$ cat config.mk
export PLATFORM = sky130hd
export DESIGN_NAME = seg_disp_ctrl
export DESIGN_NICKNAME = d
export VERILOG_FILES = /design/src/rtl/seg_disp_ctrl.sv
export SDC_FILE = /design/constraint.sdc
export NUM_CORES = 1
export LEC_CHECK = 0
export CORE_MARGIN = 5
export CORE_UTILIZATION = 25
export CTS_BUF_LIST = sky130_fd_sc_hd__clkbuf_16
export CTS_CLUSTER_SIZE = 8
export DETAILED_ROUTE_END_ITERATION = 8
export DONT_BUFFER_PORTS = 1
export PLACE_DENSITY = 0.51
export SLEW_MARGIN = 30
export SYNTH_ARGS = -nofsm -noshare
export SYNTH_HDL_FRONTEND = slang
export SYNTH_SLANG_ARGS = --single-unit
export TNS_END_PERCENT = 1
$ cat constraint.sdc
create_clock -name clk -period 1.9 [get_ports clk]
set_input_delay 0.19 -clock clk [delete_from_list [all_inputs] [get_ports clk]]
set_output_delay 0.19 -clock clk [all_outputs]
set_load 0.01 [all_outputs]
$ cat src/rtl/seg_disp_ctrl.sv
// 4-digit seven-segment controller: double-dabble BIN->BCD, scan mux, zero blanking.
// Optional SEG_DISP_CTRL_BLINK_EN adds blink_mask and a blink phase counter.
module seg_disp_ctrl #(
  parameter int CLK_DIV = 100000,
  parameter int BIN_W   = 14
) (
  input  logic             clk,
  input  logic             rst,
  input  logic [BIN_W-1:0] bin_in,
  input  logic             load,
`ifdef SEG_DISP_CTRL_BLINK_EN
  input  logic [3:0]       blink_mask,
`endif
  output logic             busy,
  output logic             ovf,
  output logic [3:0]       ones,
  output logic [3:0]       tens,
  output logic [3:0]       hundreds,
  output logic [3:0]       thousands,
  output logic [3:0]       anode,
  output logic [3:0]       num,
  output logic             scan_tick
);

  localparam int ITW = (BIN_W > 1) ? $clog2(BIN_W) : 1;
  localparam int PW  = (CLK_DIV > 1) ? $clog2(CLK_DIV) : 1;

  typedef enum logic [1:0] {
    IDLE,
    CONV,
    COMMIT
  } state_t;

  state_t           state_q;
  state_t           state_d;
  logic [BIN_W-1:0] val_q;
  logic [BIN_W-1:0] sh_q;
  logic [15:0]      sc_q;
  logic [15:0]      adj;
  logic [ITW-1:0]   it_q;
  logic             last_it;

  logic [3:0]       ones_q;
  logic [3:0]       tens_q;
  logic [3:0]       hund_q;
  logic [3:0]       thou_q;
  logic             ovf_q;

  assign last_it = (it_q == ITW'(BIN_W - 1));

  always_comb begin
    state_d = state_q;
    unique case (state_q)
      IDLE:    if (load) state_d = CONV;
      CONV:    if (last_it) state_d = COMMIT;
      COMMIT:  state_d = IDLE;
      default: state_d = IDLE;
    endcase
  end

  // add-3 correction applied before every shift
  always_comb begin
    adj = sc_q;
    for (int i = 0; i < 4; i++) begin
      if (sc_q[i*4 +: 4] >= 4'd5)
        adj[i*4 +: 4] = sc_q[i*4 +: 4] + 4'd3;
    end
  end

  always_ff @(posedge clk) begin
    if (rst) begin
      state_q <= IDLE;
      val_q   <= '0;
      sh_q    <= '0;
      sc_q    <= '0;
      it_q    <= '0;
      ones_q  <= '0;
      tens_q  <= '0;
      hund_q  <= '0;
      thou_q  <= '0;
      ovf_q   <= 1'b0;
    end else begin
      state_q <= state_d;
      unique case (state_q)
        IDLE: begin
          if (load) begin
            val_q <= bin_in;
            sh_q  <= bin_in;
            sc_q  <= '0;
            it_q  <= '0;
          end
        end
        CONV: begin
          sc_q <= {adj[14:0], sh_q[BIN_W-1]};
          sh_q <= sh_q << 1;
          it_q <= it_q + ITW'(1);
        end
        COMMIT: begin
          if (32'(val_q) > 32'd9999) begin
            ovf_q  <= 1'b1;
            ones_q <= 4'hF;
            tens_q <= 4'hF;
            hund_q <= 4'hF;
            thou_q <= 4'hF;
          end else begin
            ovf_q  <= 1'b0;
            ones_q <= sc_q[3:0];
            tens_q <= sc_q[7:4];
            hund_q <= sc_q[11:8];
            thou_q <= sc_q[15:12];
          end
        end
        default: ;
      endcase
    end
  end

  assign busy      = (state_q != IDLE);
  assign ovf       = ovf_q;
  assign ones      = ones_q;
  assign tens      = tens_q;
  assign hundreds  = hund_q;
  assign thousands = thou_q;

  logic [PW-1:0] pre_q;
  logic [1:0]    slot_q;
  logic [3:0]    anode_q;
  logic [3:0]    num_q;
  logic          tick_q;
  logic          wrap;
  logic          lz1;
  logic          lz2;
  logic          lz3;
  logic [3:0]    dig;
  logic [3:0]    an_sel;
  logic          blk;

  assign wrap = (pre_q == PW'(CLK_DIV - 1));
  assign lz3  = !ovf_q && (thou_q == 4'd0);
  assign lz2  = lz3 && (hund_q == 4'd0);
  assign lz1  = lz2 && (tens_q == 4'd0);

`ifdef SEG_DISP_CTRL_BLINK_EN
  logic [8:0] bcnt_q;
  logic       blink_blk;

  assign blink_blk = bcnt_q[8] && blink_mask[slot_q];

  always_ff @(posedge clk) begin
    if (rst)
      bcnt_q <= '0;
    else if (wrap)
      bcnt_q <= bcnt_q + 9'd1;
  end
`else
  logic blink_blk;
  assign blink_blk = 1'b0;
`endif

  always_comb begin
    dig    = ones_q;
    an_sel = 4'b1110;
    blk    = 1'b0;
    unique case (slot_q)
      2'd0: begin
        dig    = ones_q;
        an_sel = 4'b1110;
        blk    = 1'b0;
      end
      2'd1: begin
        dig    = tens_q;
        an_sel = 4'b1101;
        blk    = lz1;
      end
      2'd2: begin
        dig    = hund_q;
        an_sel = 4'b1011;
        blk    = lz2;
      end
      2'd3: begin
        dig    = thou_q;
        an_sel = 4'b0111;
        blk    = lz3;
      end
      default: ;
    endcase
  end

  // slot outputs latch the pre-advance slot using digits as they stand now
  always_ff @(posedge clk) begin
    if (rst) begin
      pre_q   <= '0;
      slot_q  <= 2'd0;
      anode_q <= 4'b1111;
      num_q   <= 4'd0;
      tick_q  <= 1'b0;
    end else begin
      tick_q <= wrap;
      if (wrap) begin
        pre_q   <= '0;
        slot_q  <= slot_q + 2'd1;
        anode_q <= (blk || blink_blk) ? 4'b1111 : an_sel;
        num_q   <= dig;
      end else begin
        pre_q <= pre_q + PW'(1);
      end
    end
  end

  assign anode     = anode_q;
  assign num       = num_q;
  assign scan_tick = tick_q;

endmodule

-- Yosys cells after proc, flatten, opt, wreduce, memory -nomap -nowiden
Index checks and enable logic that the tools add are counted.
- register bits after elaboration: 95
- input bits: 17
- output and inout bits: 27
- word-level logic and storage cells: 73
- add/sub/neg operators: 7
- order comparisons: 5
- equality and inequality tests: 9
- mux-type cells: 22
- reductions and logical operators: 15
- operator list (operator ; count):
    $mux W4 ; 9
    $pmux W16 S2 ; 1
    $pmux W4 S4 ; 2
    $pmux W14 S2 ; 1
    $add A17 B1 Y17 const B ; 1
    $eq A17 B17 Y1 const B ; 1
    $ge A4 B3 Y1 const B ; 4
    $mux W16 ; 1
    $gt A14 B14 Y1 const B ; 1
    $mux W14 ; 1
    $add A4 B2 Y4 const B ; 3
    $logic_not A4 Y1 ; 3
    $pmux W4 S2 ; 1
    $eq A2 B2 Y1 const B ; 3
    $reduce_and A2 Y1 ; 3
    $add A4 B1 Y4 const B ; 1
    $eq A2 B1 Y1 const B ; 2
    $eq A4 B4 Y1 const B ; 1
    $logic_not A2 Y1 ; 2
    $mux W2 ; 2
    $ne A2 B2 Y1 const B ; 2
    $pmux W1 S4 ; 1
    $pmux W2 S2 ; 1
    $reduce_bool A2 Y1 ; 2
    7 further kinds ; 9

-- Logic depth before layout (Yosys ltp)
Gate-level depths: netlist of run 1.
- depth after elaboration: 6
- depth in mapped cells: 7
- depth with buffers taken out: 6

-- Least setup slack after synthesis of run 1
Ideal clock, no wire load.
- path kind: flip-flop to flip-flop
- start: register pre_q[13]
- end: register pre_q[16]
- setup time: 0.115 ns
- arrival: 1.801 ns
- data required time: 1.785 ns
- slack: -0.015 ns
- cell stages (with the launch flop): 7
- path buffers: 2
- clock period less this slack: 1.915 ns
- cell sequence: dfxtp_1 or4_4 or4_1 buf_2 o21ai_4 buf_6 nor2_1
- cells in the longest elaborated chain, start to end: 2
- elaborated cells between the ends (all ways): 3
- those cells by class: add/sub: 1; eq/ne: 1; reduce/logical: 1
- RTL lines (element ; RTL line ; RTL):
    start: declaration ; 125 ; logic [PW-1:0] pre_q;
    start signal: assignment ; 205 ; pre_q <= pre_q + PW'(1);
    parallel branches: the longest is 2 deep, another holds $add A17 B1 Y17 ; -- ;
Parallel ways; which one is timed is not known.
A chain may end at the register's enable or synchronous reset.

-- Final worst setup path of run 1
- start: register pre_q[13]
- end: register num_q[0] (netlist: num[0])
- cells in the longest elaborated chain, start to end: 1
- RTL lines (element ; RTL line ; RTL):
    $eq A17 B17 Y1 ; 138 ; assign wrap = (pre_q == PW'(CLK_DIV - 1));
    end signal: assignment ; 203 ; num_q <= dig;
    end: declaration ; 128 ; logic [3:0] num_q;
Every way passes these cells.

==> reports/summary.txt, run 1 <==
Run status: finished, final reports clean
CTS Sinks: 91
Initial DRC count: 181
Detailed Place HPWL: 7.29 mm
Share of power burned in the clock network: 0.445
Fin crit share: 0.966
CP Capture Type: flip-flop
CP max stage cell: or4_4
Syn Nets: 512
Antenna-violating nets left: 0
Min cycle time layout: 1830 ps
Crit-path max cell delay: 550 ps
1st-pass router iterations: 4
Combinational group share of total power: 0.055
Detailed-route wire length: 9.94 mm
Slew Viols, Final: 0
Num ports: 44
Worst slew pin tran: 632 ps
Clock Pin Slew Worst Setup and Hold Paths: 60 ps
Sequential share of power: 0.500
DP Cell Count: 704
Pre-CTS WS: 17.5 ps
Syn_area_per_cell: 8.35 um2
CORE AREA: 0.0158 mm2
Number of global-route vias before repair: 3340
Htree depth: 3
Hold Vio Cnt, Final: 0
Layout cells sized above 1: 0.116
Max Clk Rate: 545 MHz
Synthesized cell area: 0.00400 mm2
Yosys top cell area share: 0.455
Final #Nets: 537
Cts bufs inserted: 9
Req. time, crit path: 2110 ps
Reg2reg start: pre_q[13]
Area Overhead vs Synth: 20.5%
Synth cell count leaders: nand2_1 (96), dfxtp_1 (91), a21oi_1 (32)
Die Ht: 136 um
Register area share after synthesis: 0.455
Synthesized instance count: 479
Row Count: 46
Drt drc: 0
Die Area: 0.0186 mm2
Antenna violations before repair: 0
Final antenna diode count: 0
FFs w/ async S/R, synth: 0
Path depth of the worst reg2reg path: 5
Number of I/O port buffers: 0
Setup ws final: 65.2 ps
Fin area: 0.00482 mm2
Ys Warns: 0
Worst Skew: 10.5 ps
Total chip power: 0.00396 W
Via/cell ratio: 4.66
Cell taking the most area after synthesis: dfxtp_1
Pleak: 1.68 nW
Most used cell, CP: or4_4
Post-synth top flop: dfxtp_1
Hold Startpoint: rst
Max_cap viols: 0
PD cells: 823 mW/mm2
TritonCTS clock tree: built
Setup-failing EPs final: 0
CP max FO: 5
Worst-path cell chain: or4_4, or4_4, buf_4, o21ai_0, a21oi_1
Switching Fraction: 0.230
Worst Setup SP: pre_q[13]
Wire per inst: 13.7 um
Synth Register Bits: 91
Hold/Removal Path Class: primary input to flip-flop
CP Capture Point: num[0]
Via count: 3378
Max_slew headroom: 0.576
Most frequent cell after synthesis: nand2_1
Internal Power: 0.00305 W
RSZ-0062 raised after global routing: true
Gr usage total: 0.109
Fin cells: 725
Initial core utilization: 0.254
Post-Place Cell Area: 0.00445 mm2
Reg2reg end: num[0]
Placer congestion estimate: 0.825
Clock buffer depth: 2
# Post-CTS Setup Buffers: 0
Largest net degree at the start of global routing: 63
P_sw: 0.000912 W
Worst setup SP type: flip-flop
Grt ovf: 0
Type of the worst setup path: flip-flop to flip-flop
Peak supply drop: 0.000392 V
Post-synth EDFFs: 0
Synth unique cells: 43
First-pass GRT wire length: 16.5 mm
Worst-Skew Late Latency: 340 ps
Die Width: 136 um
R2r setup slk: 70 ps
Synth area leaders: dfxtp_1 (46%), nand2_1 (9.0%), ha_1 (5.0%)
Worst EP arrival: 2040 ps
Root Driver: clkbuf_16
cells in the final DEF (no fill, tap or decap), types with 6 or more instances in the layout:
master | Yosys | routed
ha_1 | 16 | 15
clkbuf_16 | 0 | 9
dfxtp_1 | 91 | 91
nand2_1 | 96 | 96
nor3_1 | 16 | 15
a31oi_1 | 30 | 30
nor2_1 | 31 | 31
nor4_1 | 6 | 6
buf_4 | 0 | 34
inv_1 | 18 | 19
nand4_1 | 6 | 6
xnor2_1 | 15 | 15
xor2_1 | 8 | 8
nand3_1 | 20 | 20
o21ai_0 | 16 | 15
a22o_1 | 8 | 8
nand2b_1 | 6 | 6
a21oi_1 | 32 | 32
power groups by stage:
stage	combinational (W)	clock (W)	sequential [W]
final	0.000219	0.00176	0.00198
after global routing	0.000246	0.00190	0.00199
after CTS	0.000219	0.00181	0.00198
after detailed placement	0.000186	0	0.00202
after global placement	0.000181	0	0.00202
after floorplan	0.000139	0	0.00202
through the flow:
stage	setup TNS, ps	util	hold WS [ps]
global route	-10.1	0.306	11.6
detailed placement	0	0.282	274
global placement	0	0.282	274
finish	0	0.306	16.1
floorplan	-140	-	326
CTS	0	0.305	4.51
final cells by class:
| cell class | instances | area [um2] |
|---|---|---|
| Multi-Input combinational cell | 344 | 2020 |
| Inverter | 18 | 67.6 |
| Fill cell | 1730 | 11000 |
| Timing Repair Buffer | 40 | 343 |
| Tap cell | 216 | 270 |
| Clock buffer | 9 | 225 |
| Sequential cell | 91 | 1820 |
| Clock inverter | 7 | 67.6 |
routing by layer:
layer	GRT usage	routed length, um
met5	0	0
met4	0.0314	157
met3	0.0309	530
met1	0.137	4490
met2	0.182	4760
sequential cells by signal (all words and copies together) (netlist names), 10 cells and up:
| name | flops |
|---|---|
| pre_q | 17 |
| sc_q | 16 |
| sh_q | 14 |
| val_q | 10 |
worst max-delay path: cells and delay by family, from the launching register on:
kind	cells	cell delay, ps
DFF	1	310
and+or+nand+nor	2	1010
AOI/OAI and AO/OA	2	220
buffers and inverters	1	170
cell families after synthesis:
logic type / synth area share
AOI/OAI and AO/OA: 0.158
adders and majority gates: 0.0500
buffers and inverters: 0.0435
and+or+nand+nor: 0.231
DFF: 0.455
xor gates and xnor gates: 0.0504
muxes: 0.0125
what timing repair did:
action | in CTS | in global routing
hold buffers | 5 | 0
gates resized for setup | 0 | 3
endpoints found under the setup margin | 0 | 22
endpoints found under the hold margin | 62 | 0
worst min path at each step:
| stage | cells past startpoint | slack (ps) | to |
|---|---|---|---|
| floorplan | 2 | 330 | sh_q[0] |
| global placement | 1 | 270 | num[3] |
| detailed placement | 1 | 270 | num[3] |
| CTS | 1 | 5 | anode[1] |
| global route | 1 | 10 | anode[1] |
| finish | 1 | 20 | anode[1] |
No activity file was read; power rests on OpenSTA's default activity.
==> run 2: changes to the inputs <==
- ABC_AREA: unset -> 1
- CORE_ASPECT_RATIO: unset -> 0.5
==> run 2 against run 1 <==
Combinational power fell by 5%. Sequential cell count unchanged. Cell area fell by 2.3%. Sequential power about the same. Synthesized area increased by 4.3%. Global-route usage fell by 0.80 points. Count of clock-buffer cells in the layout unchanged. Via count grew 3.1%. Fmax is 17% higher. Utilization is 1.8 points lower. Critical endpoint is now pre_q[10]. Highest routed layer unchanged.
==> reports/summary.txt, run 2 <==
Run status: finished, final reports clean
Die Width: 193 um
Gr usage total: 0.101
Final antenna diode count: 0
Min cycle time layout: 1570 ps
Wire per inst: 11.8 um
Synthesized instance count: 578
Syn Nets: 611
Commonest non-fill, non-tap cell in the layout: nand2_1
Crit-path max cell delay: 350 ps
Antenna-violating nets left: 0
TNS Setup: 0 ps
Synth cell count leaders: nand2_1 (162), dfxtp_1 (91), nor2_1 (70)
Worst Skew: 5.19 ps
Grt ovf: 0
Post-cts repair resize count: 0
Ys Warns: 0
Root Driver: clkbuf_16
Synth area leaders: dfxtp_1 (44%), nand2_1 (15%), a21oi_1 (7.0%)
Worst slew pin tran: 400 ps
Largest net degree at the start of global routing: 66
Pleak: 1.71 nW
Fin crit share: 0.829
Register area share after synthesis: 0.437
# Post-CTS Setup Buffers: 0
Worst EP arrival: 1800 ps
Synthesized cell area: 0.00417 mm2
Req. time, crit path: 2120 ps
Synth Register Bits: 91
Row Count: 33
Via/cell ratio: 4.32
Die Area: 0.0195 mm2
Initial core utilization: 0.255
Yosys top cell area share: 0.437
Htree depth: 3
Initial DRC count: 180
FFs w/ async S/R, synth: 0
Peak supply drop: 0.000438 V
Largest regs: pre_q x17, sc_q x16, sh_q x14
Placer congestion estimate: 0.798
CP max FO: 12
Max_cap viols: 0
Drt drc: 0
Hold/Removal Path Class: primary input to flip-flop
Post-synth EDFFs: 0
Clock Pin Slew Worst Setup and Hold Paths: 60 ps
Slew Viols, Final: 0
Post-synth top flop: dfxtp_1
Clock buffer depth: 2
Detailed Place HPWL: 6.70 mm
Antenna violations before repair: 0
Die Ht: 101 um
Worst setup SP type: flip-flop
Max_slew headroom: 0.731
RSZ-0062 raised after global routing: false
Cts bufs inserted: 9
Hold Vio Cnt, Final: 0
Type of the worst setup path: flip-flop to flip-flop
Worst-Skew Late Latency: 340 ps
TritonCTS clock tree: built
Num ports: 44
CORE AREA: 0.0164 mm2
Syn_area_per_cell: 7.21 um2
CP max stage cell: dfxtp_1
Synth unique cells: 27
Final #Nets: 607
Commonest cells after routing, fill and taps aside: nand2_1 (162), dfxtp_1 (91), nor2_1 (70), a21oi_1 (58), inv_1 (52)
CTS Sinks: 91
PD cells: 831 mW/mm2
Area Overhead vs Synth: 12.8%
Max reg flops: 17
Cts hold-fix bufs: 2
Setup-failing EPs final: 0
CP Capture Type: flip-flop
Most frequent cell after synthesis: nand2_1
Cell taking the most area after synthesis: dfxtp_1
1st-pass router iterations: 4
Reg with most FFs: pre_q
Via count: 3482
Number of global-route vias before repair: 3295
Worst-path cell chain: ha_1, nand2_1, nor2_1, nand3_2, nand2_2, buf_4, a21oi_1
WHS: 21.7 ps
Detailed-route wire length: 9.52 mm
Number of I/O port buffers: 0
Layout cells sized above 1: 0.0570
Max Clk Rate: 635 MHz
First-pass GRT wire length: 16.1 mm
run 2: cell types whose count changed after synthesis, sizes merged, moves of 9 or more:
cell	delta
nor2	+44
nand2	+68
xnor2	-14
clkbuf	-14
a31oi	-13
o21ai	+16
nor3	-9
inv	+34
buf	+11
a21oi	+26
run 2: final cells by class:
cell class	count	area (um2)
inverters	52	195
clock inverters	7	61.3
fillers	1836	11600
flip-flops and latches	91	1820
repair buffers	8	95.1
multi-input cells	412	2020
clock buffers	9	225
well taps	227	284
run 2: worst max-delay path, delay by kind of cell (launching register included):
family / cells / cell delay, ps
buffers and inverters: 1 / 230
AOI/OAI and AO/OA: 1 / 60
DFF: 1 / 350
and+or+nand+nor: 4 / 650
adders and majority gates: 1 / 170
run 2: worst paths after layout:
| kind | startpoint | to | slack (ps) | cells after the start |
|---|---|---|---|---|
| max | pre_q[0] | pre_q[10] | 330 | 7 |
| min | bin_in[1] | sh_q[1] | 20 | 2 |
| max reg2reg | pre_q[0] | pre_q[10] | 330 | 7 |
| min reg2reg | pre_q[0] | pre_q[0] | 450 | 1 |
run 2: metal layers:
metal  global-route usage  routed length, um
met4               0.0329                159
met5                    0                  0
met1                0.124               4680
met2                0.174               4460
met3               0.0251                219
run 2: kinds of logic after synthesis:
logic type / count (synthesis) / share of synthesized area
xor+xnor: 11 / 0.0231
compound gates: 112 / 0.142
simple gates: 273 / 0.272
flops: 91 / 0.437
fa+ha+maj: 16 / 0.0480
buf+inv: 75 / 0.0780
run 2: report_power, final:
group	switching, W	internal (W)	total [W]
clock	0.000725	0.00100	0.00173
sequential	0.0000253	0.00195	0.00198
combinational	0.000138	0.0000691	0.000207
total	0.000889	0.00302	0.00391
run 2: stage by stage:
step | cell area [um2] | instances | utilization | worst slack, ps | total power, W
2_1_floorplan | 4170 | 578 | - | 589 | 0.00218
3_3_place_gp | 4380 | 788 | 0.268 | 347 | 0.00220
3_5_place_dp | 4380 | 788 | 0.268 | 302 | 0.00220
4_1_cts | 4710 | 806 | 0.288 | 307 | 0.00397
5_1_grt | 4710 | 806 | 0.288 | 76.4 | 0.00407
6_report | 4710 | 806 | 0.288 | 325 | 0.00391
